--- src/rtl/tti_rx_byte_packer.sv ---
// TTI RX byte packer: packs the byte-wide rx_queue write stream into RX data FIFO words.
// Define I3C_RX_PACKER_BIG_ENDIAN_EN to place the first byte of each word in the top lane.
module tti_rx_byte_packer #(
    parameter int unsigned TtiRxDataWidth = 8,
    parameter int unsigned TtiRxFifoWidth = 32,
    parameter int unsigned FrameLenWidth  = 16,
    localparam int unsigned Lanes         = TtiRxFifoWidth / 8,
    localparam int unsigned BytesWidth    = $clog2(Lanes) + 1
) (
    input  logic                      clk_i,
    input  logic                      rst_i,
    input  logic                      byte_wvalid_i,
    output logic                      byte_wready_o,
    input  logic [TtiRxDataWidth-1:0] byte_wdata_i,
    input  logic                      byte_wflush_i,
    output logic                      word_wvalid_o,
    input  logic                      word_wready_i,
    output logic [TtiRxFifoWidth-1:0] word_wdata_o,
    output logic [BytesWidth-1:0]     word_wbytes_o,
    output logic                      word_wlast_o,
    output logic                      frame_done_o,
    output logic [FrameLenWidth-1:0]  frame_len_o,
    output logic                      overflow_o
);

    if (TtiRxDataWidth != 8) begin : gen_bad_data_width
        $error("tti_rx_byte_packer: TtiRxDataWidth must be 8");
    end
    if (TtiRxFifoWidth == 0 || (TtiRxFifoWidth % 8) != 0) begin : gen_bad_fifo_width
        $error("tti_rx_byte_packer: TtiRxFifoWidth must be a non-zero multiple of 8");
    end

    typedef enum logic [0:0] {
        StFill,
        StHold
    } state_e;

    state_e                    state_q;
    logic [TtiRxFifoWidth-1:0] acc_q;
    logic [BytesWidth-1:0]     lane_q;
    logic [FrameLenWidth-1:0]  count_q;
    logic                      flush_pend_q;
    logic                      word_valid_q;
    logic [TtiRxFifoWidth-1:0] word_data_q;
    logic [BytesWidth-1:0]     word_bytes_q;
    logic                      word_last_q;
    logic [FrameLenWidth-1:0]  frame_len_q;
    logic                      zero_done_q;
    logic                      overflow_q;

    logic                      accept;
    logic                      flush_eff;
    logic [TtiRxFifoWidth-1:0] acc_next;
    logic [BytesWidth-1:0]     lane_next;
    logic [FrameLenWidth-1:0]  count_next;
    logic                      emit;
    logic                      zero_close;
    logic                      handshake;
    logic                      last_close;

    always_comb begin
        accept    = byte_wvalid_i && (state_q == StFill);
        // A flush latched during HOLD acts on the first FILL cycle after the handshake.
        flush_eff = byte_wflush_i || flush_pend_q;

        acc_next = acc_q;
        for (int unsigned k = 0; k < Lanes; k++) begin
            if (accept && (lane_q == BytesWidth'(k))) begin
`ifdef I3C_RX_PACKER_BIG_ENDIAN_EN
                acc_next[TtiRxFifoWidth-1-8*k -: 8] = byte_wdata_i;
`else
                acc_next[8*k +: 8] = byte_wdata_i;
`endif
            end
        end

        lane_next = lane_q + BytesWidth'(accept);

        count_next = count_q;
        if (accept && (count_q != '1)) begin
            count_next = count_q + FrameLenWidth'(1);
        end

        emit = (state_q == StFill) &&
               ((accept && (lane_next == BytesWidth'(Lanes))) ||
                (flush_eff && (lane_next != '0)));

        // Flush with nothing buffered closes an open frame without emitting a word.
        zero_close = (state_q == StFill) && flush_eff && (lane_next == '0) && (count_q != '0);

        handshake  = (state_q == StHold) && word_wready_i;
        last_close = handshake && word_last_q && !rst_i;
    end

    always_ff @(posedge clk_i) begin
        if (rst_i) begin
            state_q      <= StFill;
            acc_q        <= '0;
            lane_q       <= '0;
            count_q      <= '0;
            flush_pend_q <= 1'b0;
            word_valid_q <= 1'b0;
            word_data_q  <= '0;
            word_bytes_q <= '0;
            word_last_q  <= 1'b0;
            frame_len_q  <= '0;
            zero_done_q  <= 1'b0;
            overflow_q   <= 1'b0;
        end else begin
            zero_done_q <= 1'b0;
            if (byte_wvalid_i && (state_q != StFill)) begin
                overflow_q <= 1'b1;
            end

            unique case (state_q)
                StFill: begin
                    flush_pend_q <= 1'b0;
                    count_q      <= count_next;
                    if (emit) begin
                        word_valid_q <= 1'b1;
                        word_data_q  <= acc_next;
                        word_bytes_q <= lane_next;
                        word_last_q  <= flush_eff;
                        acc_q        <= '0;
                        lane_q       <= '0;
                        state_q      <= StHold;
                    end else begin
                        acc_q  <= acc_next;
                        lane_q <= lane_next;
                        if (zero_close) begin
                            frame_len_q <= count_q;
                            zero_done_q <= 1'b1;
                            count_q     <= '0;
                        end
                    end
                end
                StHold: begin
                    if (byte_wflush_i) begin
                        flush_pend_q <= 1'b1;
                    end
                    if (word_wready_i) begin
                        word_valid_q <= 1'b0;
                        state_q      <= StFill;
                        if (word_last_q) begin
                            frame_len_q <= count_q;
                            count_q     <= '0;
                        end
                    end
                end
                default: begin
                    state_q <= StFill;
                end
            endcase
        end
    end

    assign byte_wready_o = (state_q == StFill);
    assign word_wvalid_o = word_valid_q;
    assign word_wdata_o  = word_data_q;
    assign word_wbytes_o = word_bytes_q;
    assign word_wlast_o  = word_last_q;
    // The closing word's handshake reports the frame in the same cycle.
    assign frame_done_o  = zero_done_q || last_close;
    assign frame_len_o   = last_close ? count_q : frame_len_q;
    assign overflow_o    = overflow_q;

endmodule
--- config.mk ---
export PLATFORM = sky130hd
export DESIGN_NAME = tti_rx_byte_packer
export DESIGN_NICKNAME = d
export VERILOG_FILES = /design/src/rtl/tti_rx_byte_packer.sv
export SDC_FILE = /design/constraint.sdc
export NUM_CORES = 1
export LEC_CHECK = 0
export CORE_ASPECT_RATIO = 1.1
export CORE_UTILIZATION = 50
export CTS_BUF_LIST = sky130_fd_sc_hd__clkbuf_2
export DETAILED_ROUTE_END_ITERATION = 7
export PLACE_DENSITY = 0.85
export REMOVE_ABC_BUFFERS = 1
export SLEW_MARGIN = 20
export SYNTH_ARGS = -nofsm -noshare
export SYNTH_HDL_FRONTEND = slang
export SYNTH_SLANG_ARGS = --single-unit
--- constraint.sdc ---
create_clock -name clk_i -period 3.24 [get_ports clk_i]
set_input_delay 0.81 -clock clk_i [delete_from_list [all_inputs] [get_ports clk_i]]
set_output_delay 0.81 -clock clk_i [all_outputs]
set_load 0.02 [all_outputs]
==> reports/qor.csv, run 1 <==
metric;value;unit
run_status;finished clean;
antenna_found_initial;0;
drt_wl_total;10600;um
placed_cell_area;0.00549;mm^2
swShare;35.4;%
post_cts_buffers;0;
grt_first_pass_wirelength;17400;um
area_growth_syn_to_layout;21.4;%
synth_top_cell_area_share;47.0;%
ys_ff_latch;108;
power_density;516;mW/mm^2
arrival;2.25;ns
layout.cells.most_common_list;dfxtp_1 (108), clkdlybuf4s50_1 (50), nor2_1 (42), nand2_1 (35), o2bb2ai_1 (32);
rr_worst_depth;10;
clk_path_buf_depth;2;
hp-class;flip-flop to flip-flop;
drv_slew;0;
p_clk_share;21.0;%
die_w;93.4;um
drc;0;
wl_per_cell;16.0;um
dp_hpwl;7380;um
pwr-share-comb;28.5;%
cts_tree;done;
drt_iter0_drc;178;
setup.worst_path.end;frame_len_o[1];
grt_pass1_vias;3677;
synth.largest_area_cell;dfxtp_1;
final_util;62.9;%
ys_seq_area_share;47.0;%
cts_buffers;9;
syn_area;0.00460;mm^2
skew;0.0296;ns
coreArea;0.00887;mm^2
switchingPower;1.02;mW
power;2.88;mW
fin_area;0.00558;mm^2
tightest_slew;0.533;ns
finalSetupViolations;0;
grtUsageTotal;22.8;%
synth_warnings;0;
grt_max_degree;33;
n_antenna_cell;0;
num_rows;36;
async_flop_share;0;%
layout_commonest_cell;dfxtp_1;
dr_total_vias;3859;
cts-root-buf;clkbuf_2;
p_seq_share;50.5;%
port_buffers;68;
pin_count;69;
r2r-start;state_q;
rsz0062_at_grt;no;
fin_nets;559;
htreeDepth;3;
dp.cells;646;
peakVddDrop;0.330;mV
r2r-end;count_q[0];
finalHoldViolations;0;
synthTopCellsByArea;dfxtp_1 (47%), mux2i_1 (6.8%), o2bb2ai_1 (6.1%);
start_util;51.8;%
gp_congestion;0.896;
critical_path_peak_fanout;17;
via_per_inst;5.83;
start_kind;input pin;
clkLatencyLatePin;0.59;ns
ys.flop_type;dfxtp_1;
clk_pin_slew;0.31;ns
dieHeight;103;um
synth.distinct_cells;64;
synth-edff-count;0;
crit_required;2.43;ns
endpoint_kind;primary output;
syn_area_per_cell;9.86;um^2
critPathKind;input pin to primary output;
syn_inst;466;
drive_above_1_share;15.7;%
firstDrtPassIters;4;
clkSinkCount;108;
slew_headroom;64.4;%
fin_cells;662;
fillers;718;
p_int;1.86;mW
maxCapViolCount;0;
r2r_slack;0.66;ns
fin_crit_sh;94.4;%
fmaxAchievable;0.327;GHz
antenna_left;0;
overflow;0;
ctsHoldBuffers;0;
p_leak;2.16;nW
cp-startpoint;word_wready_i;
die-area;0.00958;mm^2
min_period;3.06;ns
## cells by family (layout without fill, tap and decap cells)
family / Yosys count / after routing / synth area share (%)
xor+xnor: 3 / 3 / 0.980
buf+inv: 41 / 123 / 5.69
mux: 44 / 44 / 9.93
compound gates: 102 / 102 / 17.0
simple gates: 165 / 165 / 18.6
fa+ha+maj: 3 / 3 / 0.817
flops: 108 / 108 / 47.0
## what timing repair did
| action | in CTS | in global routing |
|---|---|---|
| hold endpoints to repair | 0 | 0 |
| setup endpoints to repair | 16 | 11 |
| resized for setup | 16 | 6 |
## registers in the layout, indices dropped and copies added, names as in the netlist
register and flops:
acc_q 32, flush_pend_q 1, word_wvalid_o 1, lane_q 3, word_wlast_o 1, state_q 1, count_q 16, overflow_o 1
word_wdata_o 32, word_wbytes_o 3, zero_done_q 1, frame_len_q 16
## how the worst min path moves through the flow
stage                                start               end  slack, ns  cells after the start
after global routing             acc_q[25]         acc_q[25]       0.50                      2
final                     word_wdata_o[22]  word_wdata_o[22]       0.49                      1
after detailed placement  word_wdata_o[22]  word_wdata_o[22]       0.45                      1
after floorplan                  acc_q[25]         acc_q[25]       0.43                      2
after CTS                 word_wdata_o[22]  word_wdata_o[22]       0.49                      1
after global placement           acc_q[25]         acc_q[25]       0.44                      2
## cell usage after synthesis (7+ instances only)
| cell type | number |
|---|---|
| a21oi_1 | 17 |
| nand4_1 | 7 |
| mux2_2 | 13 |
| nand3_1 | 26 |
| mux2i_1 | 31 |
| nor3_1 | 10 |
| clkbuf_1 | 15 |
| nor2_1 | 43 |
| buf_6 | 10 |
| o2bb2ai_1 | 32 |
| dfxtp_1 | 108 |
| or4_1 | 7 |
| nand2_1 | 35 |
| o21ai_0 | 18 |
## through the flow
step	hold WS, ns	TNS (ns)	worst slack, ns
after floorplan	0.431	-0.615	-0.0716
after global placement	0.445	-4.10	-0.191
after detailed placement	0.445	-5.29	-0.205
after CTS	0.488	0	0.0132
after global routing	0.497	0	0.138
final	0.487	0	0.180
## final cells by class
type | instances | area [um^2] | area share [%]
inverter | 6 | 22.5 | 0.404
clock inverter | 7 | 66.3 | 1.19
sequential | 108 | 2160 | 38.7
timing repair buffer | 101 | 960 | 17.2
tap | 114 | 143 | 2.56
multi-input combinational | 317 | 2180 | 39.1
clock buffer | 9 | 45.0 | 0.807
## critical path, cell delays in order
cell             delay, ns
clkdlybuf4s50_1       0.49
nand3_1               0.15
buf_12                0.19
o21ai_0               0.24
dlygate4sd2_1         0.37
## routing by layer
metal	GRT usage (%)	vias to the layer above	routed length [um]
met2	40.0	136	5110
li1	-	1863	-
met4	7.22	0	199
met3	4.57	24	660
met1	28.4	1836	4610
met5	0	-	0
## power groups by stage
| stage | clock [mW] | combinational [mW] | sequential [mW] |
|---|---|---|---|
| floorplan | 0 | 0.405 | 1.51 |
| global placement | 0 | 0.799 | 1.47 |
| detailed placement | 0 | 0.819 | 1.48 |
| CTS | 0.616 | 0.819 | 1.45 |
| global route | 0.672 | 0.876 | 1.46 |
| finish | 0.604 | 0.821 | 1.45 |
(Power assumes the default switching activity.)
==> run 2: changes to the inputs <==
Settings changed: ABC_AREA set to 0, SLEW_MARGIN 20 to not set.
==> results of run 2 <==
Same layout as run 1: the final DEF is identical, and so are final timing and power.
==> run 3: changes to the inputs <==
Clock period 3.24 ns to 2.8 ns, I/O delays scaled along.
==> run 3 against run 2 <==
Clock-buffer cell count is the same; first-iteration DRC count shrank 13%; clock skew is essentially flat; clock power grew 17%; cell count grew 1.7%; critical path type is now flip-flop to primary output; worst hold slack gained 0.0013 ns; largest cell class unchanged; final area grew 1.3%.
==> reports/qor.csv, run 3 (synthesis gave the netlist of run 1 again) <==
metric;value;unit;change
endpoint_kind;primary output;;
start_util;51.8;%;unchanged
r2r_slack;0.20;ns;-0.46 ns
setup_tns;0;ns;unchanged
via_per_inst;5.91;;+1.3%
cp-startpoint;state_q;;
die-area;0.00958;mm^2;unchanged
p_leak;2.16;nW;about the same
antenna_left;0;;unchanged
drt_iter0_drc;155;;-13%
skew;0.0300;ns;+0.000385 ns
cts_buffers;9;;unchanged
drc;0;;unchanged
fin_hold_ws;0.489;ns;+0.00133 ns
tightest_slew;0.457;ns;-0.0760 ns
wl_per_cell;16.6;um;+3.7%
num_rows;36;;unchanged
hp-class;flip-flop to flip-flop;;
fin_cells;673;;+1.7%
ctsHoldBuffers;0;;unchanged
clk_path_buf_depth;2;;unchanged
coreArea;0.00887;mm^2;unchanged
finalHoldViolations;0;;unchanged
power;3.42;mW;+19%
critical_path_peak_fanout;8;;-9
maxCapViolCount;0;;unchanged
area_growth_syn_to_layout;23.0;%;
fin_area;0.00565;mm^2;+1.3%
pwr-share-comb;30.0;%;+1.5 points
cts-root-buf;clkbuf_2;;
port_buffers;68;;unchanged
finalSetupViolations;0;;unchanged
min_from;acc_q[25];;
fmaxAchievable;0.371;GHz;
grt_pass1_vias;3876;;+5.4%
gp_congestion;0.927;;+3.4%
htreeDepth;3;;unchanged
overflow;0;;unchanged
fin_nets;570;;+2.0%
antenna_found_initial;0;;unchanged
grt_max_degree;33;;unchanged
clkLatencyLatePin;0.60;ns;about the same
layout_commonest_cell;dfxtp_1;;
dp_hpwl;7660;um;+3.8%
crit_required;2.10;ns;-0.33 ns
r2r-start;state_q;;
fin_crit_sh;96.3;%;
dp.cells;655;;+1.4%
firstDrtPassIters;5;;+1
rr_worst_depth;10;;unchanged
run_status;finished clean;;
arrival;2.00;ns;-0.25 ns
setup.worst_path.end;frame_len_o[8];;
drt_wl_total;11200;um;+5.4%
dieHeight;103;um;unchanged
layout.cells.most_common_list;dfxtp_1 (107), clkdlybuf4s50_1 (49), nor2_1 (42), buf_4 (39), nand2_1 (35);;
r2r-end;frame_len_q[15];;
pin_count;69;;unchanged
clkSinkCount;108;;unchanged
p_clk_share;20.7;%;-0.3 points
grtUsageTotal;24.2;%;+1.3 points
cts_tree;done;;
slew_headroom;69.3;%;+4.9 points
drive_above_1_share;20.6;%;+4.9 points
n_antenna_cell;0;;unchanged
placed_cell_area;0.00557;mm^2;+1.5%
p_seq_share;49.4;%;-1.1 points
die_w;93.4;um;unchanged
swShare;35.4;%;about the same
grt_first_pass_wirelength;18100;um;+4.2%
min_period;2.70;ns;
p_int;2.20;mW;+19%
dr_total_vias;3976;;+3.0%
switchingPower;1.21;mW;+19%
peakVddDrop;0.345;mV;+4.7%
power_density;604;mW/mm^2;+17%
rsz0062_at_grt;no;;
start_kind;flip-flop;;
critPathKind;flip-flop to primary output;;
fillers;725;;+0.97%
clk_pin_slew;0.31;ns;about the same
drv_slew;0;;unchanged
## run 3: worst min-delay path by stage
stage                             to  slack, ns  cells after the start
finish                     acc_q[25]       0.49                      2
global route        word_wdata_o[25]       0.51                      1
CTS                 word_wdata_o[12]       0.49                      1
detailed placement  word_wdata_o[10]       0.45                      1
global placement    word_wdata_o[20]       0.45                      1
floorplan                  acc_q[25]       0.43                      2
## run 3: stage by stage
step                      util, %  worst slack (ns)
after global routing         63.7            0.0295
after CTS                    64.3           0.00655
after detailed placement     62.7            -0.491
after global placement       62.7            -0.462
after floorplan                 -            -0.402
final                        63.7             0.103
## run 3: cell type report
class / instances / area [um^2] / area share (%)
Clock inverter: 7 / 66.3 / 1.17
Inverter: 6 / 23.8 / 0.421
Sequential cell: 108 / 2160 / 38.3
Clock buffer: 9 / 45.0 / 0.797
Timing Repair Buffer: 112 / 1010 / 17.9
Multi-Input combinational cell: 317 / 2200 / 38.9
Tap cell: 114 / 143 / 2.52
## run 3: power groups by stage
stage	logic, mW	clock network [mW]	registers (mW)
floorplan	0.469	0	1.75
finish	1.02	0.705	1.69
CTS	1.02	0.714	1.69
global route	1.10	0.767	1.70
global placement	0.982	0	1.71
detailed placement	1.01	0	1.71
## run 3: timing repair
item | in CTS | in global routing
endpoints found under the setup margin | 17 | 16
gates resized for setup | 41 | 27
buffers inserted | 1 | 0
pin swaps | 1 | 1
gates cloned | 1 | 0
## run 3: metal layers
layer | share of wire (%) | GRT usage [%] | up-vias
li1 | - | - | 1896
met1 | 42 | 27.5 | 1922
met2 | 50 | 43.7 | 140
met3 | 5.6 | 5.83 | 18
met4 | 1.7 | 9.70 | 0
met5 | 0 | 0 | -
## run 3: critical path, stage by stage, from the launching register on
cell	delay (ns)
dfxtp_2	0.42
clkinv_2	0.07
nor2_4	0.15
nand3_4	0.14
buf_12	0.18
mux2_2	0.27
clkbuf_2	0.16
==> variant 1: new RTL, settings of run 3 <==
The parameter `FrameLenWidth` goes from 16 to 20.
--- a/src/rtl/tti_rx_byte_packer.sv
+++ b/src/rtl/tti_rx_byte_packer.sv
@@ -4,5 +4,5 @@
     parameter int unsigned TtiRxDataWidth = 8,
     parameter int unsigned TtiRxFifoWidth = 32,
-    parameter int unsigned FrameLenWidth  = 16,
+    parameter int unsigned FrameLenWidth  = 20,
     localparam int unsigned Lanes         = TtiRxFifoWidth / 8,
     localparam int unsigned BytesWidth    = $clog2(Lanes) + 1
Ports: changed (resized frame_len_o); port bits go from 69 to 73. The function was not compared with the original's and may differ.
==> variant 1 against run 3 <==
The flow now finishes with violations (DRC, setup timing). Sequential cell count grew 8. Worst setup slack worse by 0.37 ns. Clock power up 82%. First-iteration DRC count up 45%. Sequential share of layout area decreased by 2.3 points. Count of clock-buffer cells in the layout grew 8. Synthesized area rose by 9.8%. Cell area up 14%. Critical path depth unchanged. Final cell count is 15% higher. Combinational power is 12% lower. Clock skew fell by 0.0055 ns. Routed wire length rose by 14%. Power increased by 17%. Critical endpoint is now frame_len_o[4].
==> variant 1: results (changes against run 3) <==
• finished, violations left — run status
• DRC, setup timing — violations in the final reports
• 8 — drt first pass iters, +3
• 40.4% — max_slew headroom, -29 points
• 0.438 mV — largest vdd supply drop, +27%
• 14.9% — Synth Area in Compound Gates, -2.1 points
• -3.44 ns — final-layout setup total negative slack, -3.44 ns
• 0 — number of inserted diodes, unchanged
• sky130_fd_sc_hd__clkbuf_2 — buffer type at the clock tree root
• 2.36 ns — arrival time at the worst endpoint, +0.36 ns
• 0.0245 ns — Setup Skew, -0.00554 ns
• 13.6% — multiplexer share of the synthesized area, +3.7 points
• simple AND/OR/NAND/NOR gates — Top delay family on crit path
• 16.4 um — average wire per standard cell, -1.1%
• 3 — peak fanout along the critical path, -5
• 4 — post-detailed-route DRC marker count, +4
• input port to register — worst min-delay path category
• 17 — number of buffers inserted during clock tree synthesis, +8
• 4467 — Via Count, +12%
• sky130_fd_sc_hd__dfxtp_1 (116), sky130_fd_sc_hd__nor2_1 (99), sky130_fd_sc_hd__mux2i_1 (53) — most frequent cells after synthesis
• word_wlast_o — Setup crit start
• state_q — Worst R2R Start
• 72 — Port Buffers, +5.9%
• 0.00266 uW — Leakage, +23%
• 0% — share of synthesized registers carrying an async set or reset, unchanged
• 5980 sq um — Post-DP Area, +7.5%
• 21100 um — wire length of the first global-routing pass, +16%
• 0.743% — Adder-Cell Fraction of Synth Area, -0.073 points
• 25.3% — overall fraction of global-route tracks in use, +1.2 points
• 0 — number of antenna violations at the first check in global routing, unchanged
• 8090 um — Post-DP HPWL, +5.6%
• 21 — number of failing setup endpoints in the final timing report, +21
• 0.58 ns — crit-path max cell delay, +0.16 ns
• -0.264 ns — fin worst setup slack, -0.367 ns
• 0.520% — XOR/XNOR share of the synthesized area, -0.46 points
• 86 — pin count of the biggest net entering global routing, +160%
• 0 — total number of yosys warnings, unchanged
• 4432 — via count of the first global-routing pass, +14%
• 2 — Clock Tree Buf Depth, unchanged
• 0.917 — routability congestion estimate, -1.1%
• 51 — number of different library cells in the post-synthesis netlist, -20%
• sky130_fd_sc_hd__dfxtp_1 (46%), sky130_fd_sc_hd__mux2i_1 (11%), sky130_fd_sc_hd__nor2_1 (7.4%) — main area contributors after synthesis
• 21.1% — share of final-layout standard cells stronger than drive strength 1, +0.56 points
• sky130_fd_sc_hd__or4_4 — slowest library cell on the worst path
• 0.68 ns — clock latency at the later pin of the worst-skew pair, +0.08 ns
• 224 — detailed router's first-iteration violation count, +45%
• 0.17 ns — CTS clk-pin slew, worst paths, -0.14 ns
• 656 — Final nets, +15%
• 46.0% — portion of the post-synthesis area used by sequential elements, -1.0 points
• 4 — deepest level of the CTS H-tree, +1
• word_wready_i — worst hold start
==> variant 1: changes by cell type after synthesis, moves of 9 or more <==
cell                               run 3  this run
sky130_fd_sc_hd__mux2i_1              31        53
sky130_fd_sc_hd__buf_6                10         1
sky130_fd_sc_hd__nor2_1               43        99
sky130_fd_sc_hd__a211oi_1              0        39
sky130_fd_sc_hd__buf_2                 3        23
sky130_fd_sc_hd__o2bb2ai_1            32         0
sky130_fd_sc_hd__nand2_1              35        20
sky130_fd_sc_hd__nand3_1              26        14
==> variant 1: worst min-delay path, cell delays in order <==
cell,delay (ns)
sky130_fd_sc_hd__dlygate4sd2_1,0.21
sky130_fd_sc_hd__buf_4,0.11
sky130_fd_sc_hd__a211oi_1,0.06
==> variant 1: cells by family after synthesis <==
| family | count (synthesis) |
|---|---|
| compound gates | 110 |
| buf+inv | 58 |
| xor+xnor | 3 |
| mux | 67 |
| simple gates | 196 |
| fa+ha+maj | 3 |
| flops | 116 |
==> variant 1: cell type report <==
type,count,area (sq um)
clock buffers,17,85.1
clock inverters,15,206
fillers,787,3380
inverters,12,45.0
multi-input cells,379,2530
flip-flops and latches,116,2320
well taps,120,150
repair buffers,114,1120
==> variant 1: through the flow <==
stage          utilization [%]  instances  setup WS [ns]
2_1_floorplan                -        507          -1.16
6_report                  65.7        773         -0.264
4_1_cts                   65.4        773         -0.309
3_5_place_dp              60.8        731         -0.710
5_1_grt                   65.7        773         -0.370
3_3_place_gp              60.8        731         -0.663
==> variant 1: final timing paths <==
path	endpoint	slack (ns)	cells after the start
worst min register to register	overflow_o	0.49	2
worst max-delay path	frame_len_o[4]	-0.26	6
worst min-delay path	word_wvalid_o	0.44	3
worst max register to register	frame_len_q[9]	0.20	10
==> variant 1: what timing repair did <==
action	in CTS	in global routing
setup endpoints to repair	21	21
cloned	3	0
pin swaps	2	3
hold buffers	0	0
buffers inserted	7	4
resized for setup	135	26
==> variant 1: report_power, final <==
group | internal [uW] | switching [uW]
clock | 596 | 685
sequential | 1760 | 64.8
combinational | 392 | 507
==> variant 1: layer usage <==
layer  global-route usage, %  vias up  wire length, um
li1                        -     2158                -
met1                    27.9     2150             5170
met2                    45.0      138             6580
met3                    7.79       21              674
met4                    11.4        0              250
met5                       0        -                0
==> variant 2: new RTL, settings of run 3 <==
Made on the original files. Put one more register stage on the output `overflow_o`, without a reset. The value now appears one clock later. The other outputs are not delayed to match.
--- a/src/rtl/tti_rx_byte_packer.sv
+++ b/src/rtl/tti_rx_byte_packer.sv
@@ -163,5 +163,7 @@
     assign frame_done_o  = zero_done_q || last_close;
     assign frame_len_o   = last_close ? count_q : frame_len_q;
-    assign overflow_o    = overflow_q;
+    always_ff @(posedge clk_i) begin
+        overflow_o <= overflow_q;
+    end
 
 endmodule
Check against the original RTL: not equivalent (a bounded check fails within 4 cycles, from zero or initial values and one cycle with rst_i high).
==> variant 2 against run 3 <==
Worst setup slack worse by 0.027 ns. Synthesized area up 0.44%. Highest routed layer unchanged. Routed wire length rose by 0.19%. Fmax is 0.98% lower. Cell area rose by 0.82%. Clock power increased by 19%. Sequential cell count rose by 1. Via count shrank 1.3%. Power is 4.2% higher. Critical path type is now input port to output pin. Synthesized cell count is 0.21% higher.
==> variant 2: results (changes against run 3) <==
• 5.84 — via density per instance, -1.1%
• 0.976% — XOR/XNOR share of the synthesized area, -0.0042 points
• 9620 sq um — die outline area, +0.43%
• 2.02 ns — arrival time at the worst endpoint, +0.02 ns
• 174 — detailed router's first-iteration violation count, +12%
• 18400 um — wire length of the first global-routing pass, +1.3%
• 0.916 — routability congestion estimate, -1.2%
• 110 — buffers outside the clock class, -1.8%
• 38.6% — share of the final layout cell area in multi-input gates, -0.32 points
• 23.5% — Clock Power Share, +2.8 points
• 0.813% — Adder-Cell Fraction of Synth Area, -0.0035 points
• 0.0271 ns — Setup Skew, -0.00290 ns
• 5 — peak fanout along the critical path, -3
• 4740 um — met1 wire length, +0.77%
• 109 — total number of clock tree sinks, +0.93%
• 0 — hold path depth, -2
• 20.4% — share of final-layout standard cells stronger than drive strength 1, -0.14 points
• 467 — instance count of the mapped netlist, +0.21%
• 569 — Final nets, -0.18%
• register to register — worst min-delay path category
• sky130_fd_sc_hd__dfxtp_1 (109), sky130_fd_sc_hd__nor2_1 (43), sky130_fd_sc_hd__nand2_1 (35) — most frequent cells after synthesis
• 38.3% — fraction of standard cell area that is sequential, +0.040 points
• 3828 — via count of the first global-routing pass, -1.2%
• 732 — FILL cells, +0.97%
• 556 um — detailed-routed wire length on met3, -11%
• 4 — drt first pass iters, -1
• 0.58 ns — clock latency at the later pin of the worst-skew pair, -0.02 ns
• count_q[0] — worst reg2reg endpoint
• 4.65% — global routing usage on met3, -1.2 points
• finished, final reports clean — run status
• 653 — placed instance count, -0.31%
• 44.0% — Global Route met2 Usage, +0.28 points
• overflow_q — worst hold start
• 0.00218 uW — Leakage, +0.87%
• overflow_o — worst hold path endpoint
• 7490 um — Post-DP HPWL, -2.2%
• 34.7% — net switching fraction of the power, -0.77 points
• 47.3% — portion of the post-synthesis area used by sequential elements, +0.23 points
• 9.89% — multiplexer share of the synthesized area, -0.043 points
• 16.9% — Synth Area in Compound Gates, -0.074 points
• 0.398 mV — largest vdd supply drop, +15%
• 5550 sq um — Post-DP Area, -0.27%
• 5710 um — sum of met2 wire segment lengths after detailed routing, +1.4%
• 29.0% — global-route met1 utilization, +1.5 points
• 2.68% — relative area of clock buffers and inverters in the final design, +0.71 points
• 24.2% — overall fraction of global-route tracks in use, about the same
• 28.6% — portion of total power attributed to combinational logic, -1.4 points
• frame_len_o[7] — capturing instance or port of the critical path
• 16.6 um — average wire per standard cell, +0.34%
• sky130_fd_sc_hd__dfxtp_1 (47%), sky130_fd_sc_hd__mux2i_1 (6.7%), sky130_fd_sc_hd__o2bb2ai_1 (6.1%) — main area contributors after synthesis
• 0.522 ns — Worst Tran Pin Value, +0.0650 ns
• -0.494 ns — worst setup slack before clock tree synthesis, -0.00365 ns
• sky130_fd_sc_hd__clkbuf_2 — buffer type at the clock tree root
• 0.0763 ns — fin worst setup slack, -0.0266 ns
• 9 — count of cells along the worst register-to-register path, -1
• 17.5% — buffering overhead, -0.39 points
• 672 — Cell Count, Final, Fillers Out, -0.15%
• 0.27 ns — R2R setup slack, +0.07 ns
• 0.393 ns — Worst Hold Margin, -0.0954 ns
• word_wready_i — Setup crit start
-- variant 2: cell types whose count changed in the layout (fill, tap and decap cells not counted), moves of 3 or more --
cell / run 3 / this run
sky130_fd_sc_hd__inv_6: 4 / 0
sky130_fd_sc_hd__inv_8: 1 / 4
sky130_fd_sc_hd__buf_4: 39 / 35
sky130_fd_sc_hd__clkbuf_2: 20 / 15
sky130_fd_sc_hd__buf_2: 4 / 9
-- variant 2: critical path, stage by stage --
cell	delay [ns]
sky130_fd_sc_hd__clkdlybuf4s50_1	0.54
sky130_fd_sc_hd__nand3_4	0.15
sky130_fd_sc_hd__clkbuf_16	0.20
sky130_fd_sc_hd__mux2_2	0.28
sky130_fd_sc_hd__buf_2	0.16
-- variant 2: repair_timing --
action | in CTS | in global routing
buffers inserted | 1 | 0
setup endpoints to repair | 17 | 16
hold endpoints to repair | 0 | 0
cloned | 1 | 1
gates resized for setup | 51 | 23
pin swaps | 1 | 2
